<file path="config.mk">
export PLATFORM = sky130hd
export DESIGN_NAME = keypad_scanner
export DESIGN_NICKNAME = d
export VERILOG_FILES = /design/src/rtl/keypad_pkg.sv /design/src/rtl/bit_sync.sv /design/src/rtl/keypad_scanner.sv
export SDC_FILE = /design/constraint.sdc
export NUM_CORES = 1
export LEC_CHECK = 0
export ABC_CLOCK_PERIOD_IN_PS = 2450
export CAP_MARGIN = 20
export CORE_UTILIZATION = 40
export DETAILED_ROUTE_END_ITERATION = 8
export DONT_BUFFER_PORTS = 1
export PLACE_DENSITY_LB_ADDON = 0.25
export SYNTH_ARGS = -nofsm -noshare
export SYNTH_HDL_FRONTEND = slang
export SYNTH_HIERARCHICAL = 1
export SYNTH_SLANG_ARGS = --single-unit
</file>
<file path="constraint.sdc">
create_clock -name clk -period 2.45 [get_ports clk]
set_input_delay 0.49 -clock clk [delete_from_list [all_inputs] [get_ports clk]]
set_output_delay 0.49 -clock clk [all_outputs]
set_load 0.03 [all_outputs]
</file>
<file path="src/rtl/keypad_pkg.sv">
// Shared keypad definitions: matrix geometry, scanner state encoding and the
// key codes that RowColEncoder produces from a row/column position.
package keypad_pkg;

  localparam int NUM_ROWS = 4;
  localparam int NUM_COLS = 3;

  typedef enum logic [1:0] {
    SCAN         = 2'd0,
    DEBOUNCE     = 2'd1,
    PRESSED      = 2'd2,
    WAIT_RELEASE = 2'd3
  } scanState_e;

  // Telephone layout: 1 2 3 / 4 5 6 / 7 8 9 / * 0 #
  localparam logic [3:0] KEY_0    = 4'h0;
  localparam logic [3:0] KEY_1    = 4'h1;
  localparam logic [3:0] KEY_2    = 4'h2;
  localparam logic [3:0] KEY_3    = 4'h3;
  localparam logic [3:0] KEY_4    = 4'h4;
  localparam logic [3:0] KEY_5    = 4'h5;
  localparam logic [3:0] KEY_6    = 4'h6;
  localparam logic [3:0] KEY_7    = 4'h7;
  localparam logic [3:0] KEY_8    = 4'h8;
  localparam logic [3:0] KEY_9    = 4'h9;
  localparam logic [3:0] KEY_STAR = 4'hE;
  localparam logic [3:0] KEY_HASH = 4'hF;

  function automatic logic [3:0] keyCode(input logic [1:0] row, input logic [1:0] col);
    logic [3:0] code;
    code = KEY_0;
    case ({row, col})
      4'b00_00: code = KEY_1;
      4'b00_01: code = KEY_2;
      4'b00_10: code = KEY_3;
      4'b01_00: code = KEY_4;
      4'b01_01: code = KEY_5;
      4'b01_10: code = KEY_6;
      4'b10_00: code = KEY_7;
      4'b10_01: code = KEY_8;
      4'b10_10: code = KEY_9;
      4'b11_00: code = KEY_STAR;
      4'b11_01: code = KEY_0;
      4'b11_10: code = KEY_HASH;
      default:  code = KEY_0;
    endcase
    return code;
  endfunction

endpackage

</file>
<file path="src/rtl/bit_sync.sv">
// Two-flop synchronizer for a bus of independent asynchronous level signals,
// with a configurable reset value so idle lines read as inactive.
module bit_sync #(
  parameter int               WIDTH       = 1,
  parameter logic [WIDTH-1:0] RESET_VALUE = '0
) (
  input  logic             clk,
  input  logic             rst,
  input  logic [WIDTH-1:0] d,
  output logic [WIDTH-1:0] q
);

  logic [WIDTH-1:0] meta;

  always_ff @(posedge clk or posedge rst) begin
    if (rst) begin
      meta <= RESET_VALUE;
      q    <= RESET_VALUE;
    end else begin
      meta <= d;
      q    <= meta;
    end
  end

endmodule

</file>
<file path="src/rtl/keypad_scanner.sv">
// 4x3 matrix keypad scanner: walks the rows, debounces press and release of
// the first key found and emits one keyValid strobe per physical press.
module keypad_scanner
  import keypad_pkg::*;
#(
  parameter int SCAN_CYCLES     = 16,
  parameter int DEBOUNCE_CYCLES = 50000
) (
  input  logic                clk,
  input  logic                rst,
  input  logic [NUM_COLS-1:0] colIn,
  output logic [NUM_ROWS-1:0] rowDrive,
  output logic [1:0]          RowOut,
  output logic [1:0]          ColOut,
  output logic                keyValid,
  output logic                keyHeld
);

  localparam int MAX_CYCLES = (SCAN_CYCLES > DEBOUNCE_CYCLES) ? SCAN_CYCLES : DEBOUNCE_CYCLES;
  localparam int CW         = $clog2(MAX_CYCLES + 1);
  localparam logic [CW-1:0] SCAN_LAST = CW'(SCAN_CYCLES - 1);
  localparam logic [CW-1:0] DEB_LAST  = CW'(DEBOUNCE_CYCLES - 1);

  scanState_e          state, stateNext;
  logic [1:0]          row, rowNext, rowAdv;
  logic [1:0]          col, colNext, firstLow;
  logic [CW-1:0]       cnt, cntNext, cntInc;
  logic [NUM_COLS-1:0] colSync;
  logic                anyLow, colBit;

  bit_sync #(.WIDTH(NUM_COLS), .RESET_VALUE({NUM_COLS{1'b1}})) colSyncInst (
    .clk (clk),
    .rst (rst),
    .d   (colIn),
    .q   (colSync)
  );

  assign anyLow = ~&colSync;
  assign rowAdv = (row == 2'(NUM_ROWS - 1)) ? 2'd0 : row + 2'd1;
  assign cntInc = (cnt == {CW{1'b1}}) ? cnt : cnt + CW'(1);
  assign colBit = (col == 2'd0) ? colSync[0] : (col == 2'd1) ? colSync[1] : colSync[2];

  always_comb begin
    firstLow = 2'd2;
    if (!colSync[1]) firstLow = 2'd1;
    if (!colSync[0]) firstLow = 2'd0;
  end

  // One counter serves both row settling and press/release debouncing.
  always_comb begin
    stateNext = state;
    rowNext   = row;
    colNext   = col;
    cntNext   = cnt;
    case (state)
      SCAN: begin
        if (cnt == SCAN_LAST) begin
          cntNext = '0;
          if (anyLow) begin
            colNext   = firstLow;
            stateNext = DEBOUNCE;
          end else begin
            rowNext = rowAdv;
          end
        end else begin
          cntNext = cntInc;
        end
      end
      DEBOUNCE: begin
        if (!colBit) begin
          if (cnt == DEB_LAST) begin
            stateNext = PRESSED;
            cntNext   = '0;
          end else begin
            cntNext = cntInc;
          end
        end else begin
          stateNext = SCAN;
          rowNext   = rowAdv;
          cntNext   = '0;
        end
      end
      PRESSED: begin
        stateNext = WAIT_RELEASE;
        cntNext   = '0;
      end
      WAIT_RELEASE: begin
        if (colBit) begin
          if (cnt == DEB_LAST) begin
            stateNext = SCAN;
            rowNext   = rowAdv;
            cntNext   = '0;
          end else begin
            cntNext = cntInc;
          end
        end else begin
          cntNext = '0;
        end
      end
      default: begin
        stateNext = SCAN;
        cntNext   = '0;
      end
    endcase
  end

  // Reported position is loaded on entry to PRESSED so it is valid with the strobe.
  always_ff @(posedge clk or posedge rst) begin
    if (rst) begin
      state    <= SCAN;
      row      <= 2'd0;
      col      <= 2'd0;
      cnt      <= '0;
      rowDrive <= 4'b1110;
      RowOut   <= 2'd0;
      ColOut   <= 2'd0;
    end else begin
      state    <= stateNext;
      row      <= rowNext;
      col      <= colNext;
      cnt      <= cntNext;
      rowDrive <= ~(4'b0001 << rowNext);
      if (stateNext == PRESSED) begin
        RowOut <= row;
        ColOut <= col;
      end
    end
  end

  assign keyValid = (state == PRESSED);
  assign keyHeld  = (state == PRESSED) || (state == WAIT_RELEASE);

endmodule

</file>
# After elaboration in Yosys (flattened, before gate mapping)
# Cells that the tools add are included.
# Widths: inputs -> output; s select.
[op_classes]
reduce_logical = 5
eq_ne = 9
mux = 24
shifts = 1
addsub = 2
bitwise_logic = 2
[ops]
columns = ["op", "count"]
rows = [
  ["$mux 16", 5],
  ["$pmux 16 s4", 1],
  ["$eq 16x16->1 const B", 2],
  ["$mux 2", 14],
  ["$add 16x1->16 const B", 1],
  ["$eq 16x4->1 const B", 1],
  ["$eq 2x2->1 const B", 4],
  ["$pmux 2 s4", 1],
  ["$pmux 2 s3", 1],
  ["$reduce_and 3->1", 2],
  ["$eq 2x1->1 const B", 2],
  ["$logic_not 2->1", 2],
  ["$not 4->4", 1],
  ["$shl 1x2->4 const A", 1],
  ["$add 2x1->2 const B", 1],
  ["$mux 1", 2],
  ["$logic_or 1x1->1", 1],
  ["$not 1->1", 1],
]
[totals]
elab_cells = 52
inputBits = 5
reg_bits = 36

# Longest topological paths before layout
# Gate-level depths: netlist of run 1.
[logic_depth]
word_depth = 7
mapped_depth = 9
ltp_nobuf = 6

# Modules after synthesis
# The synthesis of run 1 kept the hierarchy.
[by_module_without_submodules]
columns = ["mod", "seq_area_each_um2", "instances", "cells_each", "area_each_um2"]
rows = [
  ["keypad_scanner", 754.5, 1, 176, 1796.7],
  ["bit_sync", 157.7, 1, 7, 161.4],
]

# Worst setup path before layout of run 1
# OpenSTA, ideal clock, no wires.
[synth_path]
kind = "register -> register"
startpoint = "register cnt[0]"
endpoint = "register cnt[8]"
required_ps = 2381
n_path_buf = 3
setup_slack_ps = 521
period_less_slack_ps = 1929
arrival_ps = 1860
path_stages_with_launch = 10
path_cell_list = "dfrtp_1 > ha_1 > and3_1 > clkbuf_2 > and3_1 > buf_6 > a2111oi_4 > a211oi_4 > buf_6 > nor2_2"
[synth_between]
elab_chain_cells = 5
[synth_rtl]
columns = ["element", "line", "source"]
rows = [
  ["start: declaration", "keypad_scanner.sv:27", "logic [CW-1:0] cnt, cntNext, cntInc;"],
  ["start signal: assignment", "keypad_scanner.sv:121", "cnt <= cntNext;"],
  ["$add 16x1->16 / $eq 16x16->1 (equally long branches)", "keypad_scanner.sv:40", "assign cntInc = (cnt == {CW{1'b1}}) ? cnt : cnt + CW'(1);"],
  ["$mux 16", "keypad_scanner.sv:40", ""],
  ["$mux 16", "keypad_scanner.sv:71, keypad_scanner.sv:89", ""],
  ["$mux 16, on equally long branches", "keypad_scanner.sv:88, keypad_scanner.sv:70", ""],
  ["$pmux 16 s4 *", "keypad_scanner.sv:55", "case (state)"],
  ["named net cntNext[8]", "keypad_scanner.sv:27", ""],
]
# The timed path passes the listed nets; every way through them passes the cells marked *.
# A chain may end at the register's enable or synchronous reset.

# Worst setup path after layout of run 1
[layout_path]
startpoint = "register cnt[0]"
endpoint = "register ColOut[1]"
[layout_between]
elab_chain_cells = 5
[layout_rtl]
columns = ["element", "line", "source"]
rows = [
  ["$eq 16x16->1", "keypad_scanner.sv:71, keypad_scanner.sv:89", ""],
  ["$mux 2, on equally long branches", "keypad_scanner.sv:89, keypad_scanner.sv:71", ""],
  ["$mux 2, on equally long branches", "keypad_scanner.sv:88, keypad_scanner.sv:70", ""],
  ["$pmux 2 s4 *", "keypad_scanner.sv:55", ""],
  ["$eq 2x2->1 *", "keypad_scanner.sv:123", "if (stateNext == PRESSED) begin"],
  ["end signal: assignment", "keypad_scanner.sv:125", "ColOut <= col;"],
  ["end: declaration", "keypad_scanner.sv:14", "output logic [1:0] ColOut,"],
]
# Mark *: on every way between the ends. The rest lies on a longest branch, timed or not.

==> summary.txt, run 1 <==
Timing
  – Max-slew violation count: 0
  – Worst-Margin Slew: 0.651 ns
  – Fin crit share: roughly 89%
  – F_max: approximately 460 MHz
  – RSZ-0062 raised after global routing: false
  – Max_slew headroom: a little under three fifths
  – Final min period: 2.19 ns
  – Layout Skew: between 0.005 and 0.006 ns
  – Final hold violations: 0
  – Setup tns final: 0 ns
  – Setup violators final: 0

Finish
  – Post-route cell area: approximately 0.0021 mm2
  – Diodes inserted: 0
  – Final #Nets: a little under 200
  – Multi-input gate area in the final layout: ~970 um2
  – Final std cells w/o fill: about 250
  – Share of layout cells above drive strength 1: around 26%
  – FF/Latch Area: approximately 910 um2
  – Fillers: around 440
  – Fin util: 44.7%
  – Layout area overhead: 7.80%

Status
  – Status: finished, final reports clean

Worst setup path
  – Crit. End Element: flip-flop
  – Kind of critical path: flip-flop to flip-flop
  – Crit path required time: 2.62 ns
  – Worst Path Arrival: 2.36 ns
  – Crit Path Max Fanout: 7
  – Crit start category: flip-flop
  – Reg-to-reg slack, setup: between 0.2 and 0.3 ns

Drt
  – WL met2: 1750 um
  – Drt initial violations: between 90 and 100
  – Antenna Violating Nets Remaining: 0
  – Vias per cell: 5.37
  – Detailed Route WL: 3590 um
  – Drc violations: 0
  – Wire length on met1: between 1500 and 2000 um
  – Mean routed wirelength per cell: approximately 14 um
  – DR pass1 iterations: 4
  – Highest Signal Layer: met4
  – WL met3: 107 um
  – Vias: 1,365

Synthesis
  – Syn_nets: 190
  – Post-synthesis async set-or-reset flop share: 100%
  – Ranking of synthesized cells by area: dfrtp_1 35%, dfstp_2 12%, xor2_1 4.0%, nor2_2 3.2%, nand2_1 2.5%
  – Share of the synthesized area in the top cell type: between 30% and 40%
  – Synth unique cells: 53
  – Top cells by count, synth: 27 x dfrtp_1, 13 x nand2_1, 11 x nor2_1
  – Synth Instances: ~180
  – Avg Inst Size Synth: 10.7 um2
  – Register area share after synthesis: between 40% and 50%
  – Post-synth EDFFs: 0
  – Mapped Area: between 0.0015 and 0.002 mm2
  – Top-count cell post-synth: dfrtp_1
  – Synth area leader: dfrtp_1
  – Post-synth top flop: dfrtp_1
  – Synth Register Bits: 36
  – Synth Warn #: 6

Min path
  – Hold Path Class: primary input to async pin

CTS
  – TritonCTS Buffers: 5
  – H-tree depth: 2
  – Clock sink total: 36
  – CTS tree: built
  – Clock Path Buffers: 2
  – Root Buffer: clkbuf_8
  – Clock Latency Late Sink: 0.28 ns
  – CTS resizes: 0
  – Clk pin slew, worst setup/hold paths: around 0.070 ns
  – Post-CTS setup buffer count: 0
  – Hold_buf cts: 0

Floorplan
  – Die Width: roughly 72 um
  – Starting Density: about two fifths
  – I/O pin cnt: 15
  – Die H: 72.0 um
  – Full die area: 0.00518 mm2
  – Floorplan core area: about 0.0047 mm2
  – Num rows: 25

Pwr
  – Power per cell area: around 880 mW/mm2
  – Pleak: between 0.8 and 0.9 nW
  – Worst vdd ir: just under 0.4 mV
  – Final total power: 1.85 mW

GRT
  – First-pass GRT wire length: about 6400 um
  – Total track usage: between 15 and 20%
  – Largest net degree at the start of global routing: 17
  – Initial antenna violation count: 0
  – Total congestion overflow: 0
  – Number of global-route vias before repair: approximately 1,400

Place
  – Gpl congestion: ~0.8
  – Number of cells after detailed placement: between 200 and 250
  – Final HPWL DP: about 2600 um
  – Placed cell area: 0.00202 mm2
  – PortBufs: 0

Run
  – Max-cap viol count: 0
-- report_power, final --
group,switching [mW],internal [mW],leakage (nW)
Combinational,0.317,0.230,0.369
Sequential,0.157,0.718,0.454
Clock,0.203,0.224,0.0510
Total,0.677,1.17,0.874
-- per-stage QoR --
step | worst slack [ns] | hold slack, ns
after floorplan | 0.521 | 0.345
after global placement | 0.351 | 0.347
after detailed placement | 0.280 | 0.348
after CTS | 0.263 | 0.158
after global routing | 0.0820 | 0.163
final | 0.260 | 0.138
-- flip-flops by register name, indices dropped and copies added, names as in the netlist --
signal            cells
colSyncInst/meta      3
col                   2
state                 2
ColOut                2
rowDrive              4
cnt                  16
RowOut                2
colSyncInst/q         3
row                   2
-- cells by family after synthesis --
logic type                 count (synthesis)  share of synthesized area [%]
and+or+nand+nor                           72                           22.0
AOI/OAI and AO/OA                         38                           15.8
DFF                                       36                           46.6
xor gates and xnor gates                  13                           5.81
buffers and inverters                     13                           3.71
muxes                                      8                           4.34
adders and majority gates                  3                           1.79
-- routing by layer --
metal,track usage [%],vias to the layer above
met2,26.7,23
li1,-,664
met5,0,-
met1,20.0,674
met3,4.03,4
met4,8.06,0
-- area by class of cell --
cell class,instances,share of cell area [%]
Inverter,5,0.889
Clock buffer,6,3.91
Multi-Input combinational cell,134,46.1
Sequential cell,36,43.2
Tap cell,67,3.97
Clock inverter,2,0.474
Timing Repair Buffer,4,1.42
-- worst paths after layout --
kind | startpoint | to | cells after the start
setup / recovery | cnt[0] | ColOut[1] | 6
hold / removal | rst | row[1] | 1
setup reg to reg | cnt[0] | ColOut[1] | 6
hold reg to reg | colSyncInst/meta[2] | colSyncInst/q[2] | 0
max in group asynchronous | rst | cnt[8] | 2
min in group clk | colIn[1] | colSyncInst/meta[1] | 0
-- worst max-delay path, cell delays in order, from the launching register on --
cell and delay, ns:
dfrtp_1 0.39, ha_1 0.17, and3_1 0.30, and3_1 0.38
nand2_2 0.12, nor4_4 0.33, mux2_2 0.38
-- cell usage in the layout, fill, tap and decap left out, types with 4 or more instances in the layout --
master    Yosys  final
and3_1        4      4
buf_4         2      4
clkbuf_8      0      6
dfrtp_1      27     27
dfstp_2       9      9
inv_1         5      5
mux2_2        4      4
mux2i_1       4      4
nand2_1      13     13
nand3_1       6      6
nand4_1       5      5
nor2_1       11     11
nor2_2       10     10
nor3_1        5      5
o21a_1        5      5
o21ai_0       8      8
xnor2_1       4      4
xor2_1        9      9
(Power assumes the default switching activity.)
==> run 2, diff against run 1 <==
--- a/config.mk
+++ b/config.mk
@@ -8,6 +8,7 @@
 export ABC_CLOCK_PERIOD_IN_PS = 2450
 export CAP_MARGIN = 20
 export CORE_UTILIZATION = 40
+export CTS_BUF_LIST = sky130_fd_sc_hd__clkbuf_16
 export DETAILED_ROUTE_END_ITERATION = 8
 export DONT_BUFFER_PORTS = 1
 export PLACE_DENSITY_LB_ADDON = 0.25
==> constraint.sdc (replaced) <==
create_clock -name clk -period 2.45 [get_ports clk]
set_input_delay 0.49 -clock clk [delete_from_list [all_inputs] [get_ports clk]]
set_output_delay 0.49 -clock clk [all_outputs]
set_load 0.05 [all_outputs]
==> summary.txt, run 2 (synthesis gave the netlist of run 1 again) <==
Drt
  – Drc violations: 0 (unchanged)
  – Mean routed wirelength per cell: 14.3 um (+1.2%)
  – Detailed Route WL: 3650 um (+1.6%)
  – Antenna Violating Nets Remaining: 0 (unchanged)
  – Vias per cell: 5.50 (+2.3%)
  – DR pass1 iterations: 4 (unchanged)
  – Drt initial violations: 61 (-36%)
  – Vias: 1,402 (+2.7%)

Timing
  – Worst-Margin Slew: 0.647 ns (-0.00359 ns)
  – Final min period: 2.19 ns (-0.000621 ns)
  – Setup violators final: 0 (unchanged)
  – Final hold violations: 0 (unchanged)
  – Worst setup margin: 0.261 ns (+0.000621 ns)
  – Layout Skew: 0.00252 ns (-0.00312 ns)
  – Setup tns final: 0 ns (unchanged)
  – Max-slew violation count: 0 (unchanged)
  – RSZ-0062 raised after global routing: false
  – Fin crit share: 89.4% (about the same)
  – F_max: 457 MHz (about the same)
  – Max_slew headroom: 56.7% (+0.24 points)

Finish
  – Share of layout cells above drive strength 1: 25.5% (-0.14 points)
  – Top Registers: cnt (16), rowDrive (4)
  – Commonest non-fill, non-tap cell in the layout: dfrtp_1
  – Final #Nets: 194 (+0.52%)
  – Max reg flops: 16 (unchanged)
  – Register bank with the most flops: cnt
  – Commonest non-fill, non-tap cells in the layout: 27 x dfrtp_1, 13 x nand2_1, 11 x nor2_1, 10 x nor2_2
  – Fillers: 430 (-2.1%)
  – Fin util: 45.8% (+1.1 points)
  – Post-route cell area: 0.00216 mm2 (+2.5%)
  – Diodes inserted: 0 (unchanged)
  – Layout area overhead: 10.5%

GRT
  – First-pass GRT wire length: 6450 um (+0.44%)
  – Total congestion overflow: 0 (unchanged)
  – Initial antenna violation count: 0 (unchanged)
  – Largest net degree at the start of global routing: 17 (unchanged)
  – Total track usage: 16.5% (+0.28 points)
  – Number of global-route vias before repair: 1,393 (-1.1%)

Floorplan
  – Die H: 72.0 um (unchanged)
  – Full die area: 0.00518 mm2 (unchanged)
  – Floorplan core area: 0.00472 mm2 (unchanged)
  – Die Width: 72.0 um (unchanged)
  – I/O pin cnt: 15 (unchanged)
  – Num rows: 25 (unchanged)
  – Starting Density: 41.5% (unchanged)

CTS
  – Post-CTS setup buffer count: 0 (unchanged)
  – CTS resizes: 0 (unchanged)
  – H-tree depth: 2 (unchanged)
  – Hold_buf cts: 0 (unchanged)
  – TritonCTS Buffers: 5 (unchanged)
  – Root Buffer: clkbuf_16
  – Clock Latency Late Sink: 0.28 ns (about the same)
  – Clock Path Buffers: 2 (unchanged)
  – Clock sink total: 36 (unchanged)
  – Clk pin slew, worst setup/hold paths: 0.05 ns (-0.02 ns)
  – CTS tree: built

Worst setup path
  – Crit start category: flip-flop
  – Worst Path Arrival: 2.35 ns (about the same)
  – Reg-to-reg slack, setup: 0.26 ns (about the same)
  – CP cell instances: ha_1 -> and3_1 -> and3_1 -> nand2_2 -> nor4_4 -> mux2_2
  – Crit. End Element: flip-flop
  – Crit-path most repeated cell: and3_1
  – Reg2Reg Depth: 6 (unchanged)
  – Crit path required time: 2.61 ns (about the same)
  – Slowest stage cell, crit path: dfrtp_1
  – Reg2reg start: cnt[0]
  – Worst path max stage delay: 0.38 ns (about the same)
  – Crit-path leading delay family: simple AND/OR/NAND/NOR gates
  – Crit Path Max Fanout: 7 (unchanged)
  – WP buf/inv: 0 (unchanged)
  – Kind of critical path: flip-flop to flip-flop
  – RR Endpoint: ColOut[1]

Place
  – Pre-CTS setup slack: 0.294 ns (+0.0147 ns)
  – Placed cell area: 0.00203 mm2 (+0.37%)
  – Final HPWL DP: 2640 um (+0.74%)
  – PortBufs: 0 (unchanged)
  – Gpl congestion: 0.796 (-1.3%)

Pwr
  – Power per cell area: 948 mW/mm2 (+8.2%)
  – Pleak: 0.899 nW (+2.9%)
  – Worst vdd ir: 0.497 mV (+27%)

Status
  – Status: finished, final reports clean

Min path
  – Hold Path Class: primary input to async pin

Run
  – Max-cap viol count: 0 (unchanged)
run 2: how the worst max path moves through the flow:
stage / from / to / slack, ns / cells past startpoint
after CTS: cnt[0] / ColOut[1] / 0.28 / 6
after global placement: cnt[0] / RowOut[1] / 0.35 / 6
after global routing: cnt[0] / rowDrive[0] / 0.11 / 6
after detailed placement: cnt[0] / RowOut[0] / 0.29 / 6
final: cnt[0] / ColOut[1] / 0.26 / 6
after floorplan: cnt[0] / cnt[8] / 0.52 / 9
run 2: routing by layer:
layer | up-vias | share of wire [%] | GRT usage [%]
li1 | 675 | - | -
met1 | 680 | 46 | 19.7
met2 | 37 | 47 | 25.8
met3 | 10 | 5.1 | 6.25
met4 | 0 | 2.4 | 9.15
met5 | - | 0 | 0
run 2: layout make-up:
class                   count  area, um2  area share, %
inverters                   5       18.8          0.867
clock buffers               5        125           5.78
clock inverters             3       13.8          0.636
repair buffers              5       37.5           1.73
flip-flops and latches     36        912           42.1
multi-input cells         134        973           45.0
well taps                  67       83.8           3.87
run 2: power by group:
part,switching (mW),internal [mW]
sequential,0.197,0.720
clock,0.218,0.368
combinational,0.318,0.231
total,0.733,1.32
run 2: stage by stage:
| step | power [mW] | hold slack, ns | std cells |
|---|---|---|---|
| after floorplan | 1.36 | 0.345 | 183 |
| after global placement | 1.45 | 0.347 | 247 |
| after detailed placement | 1.47 | 0.347 | 247 |
| after CTS | 2.07 | 0.161 | 255 |
| after global routing | 2.19 | 0.187 | 255 |
| final | 2.05 | 0.160 | 255 |
run 2: worst register-to-register path: stages, from the launching register on:
cell and delay [ns]:
dfrtp_1 0.38, ha_1 0.18, and3_1 0.30, and3_1 0.39, nand2_2 0.12, nor4_4 0.33
mux2_2 0.38
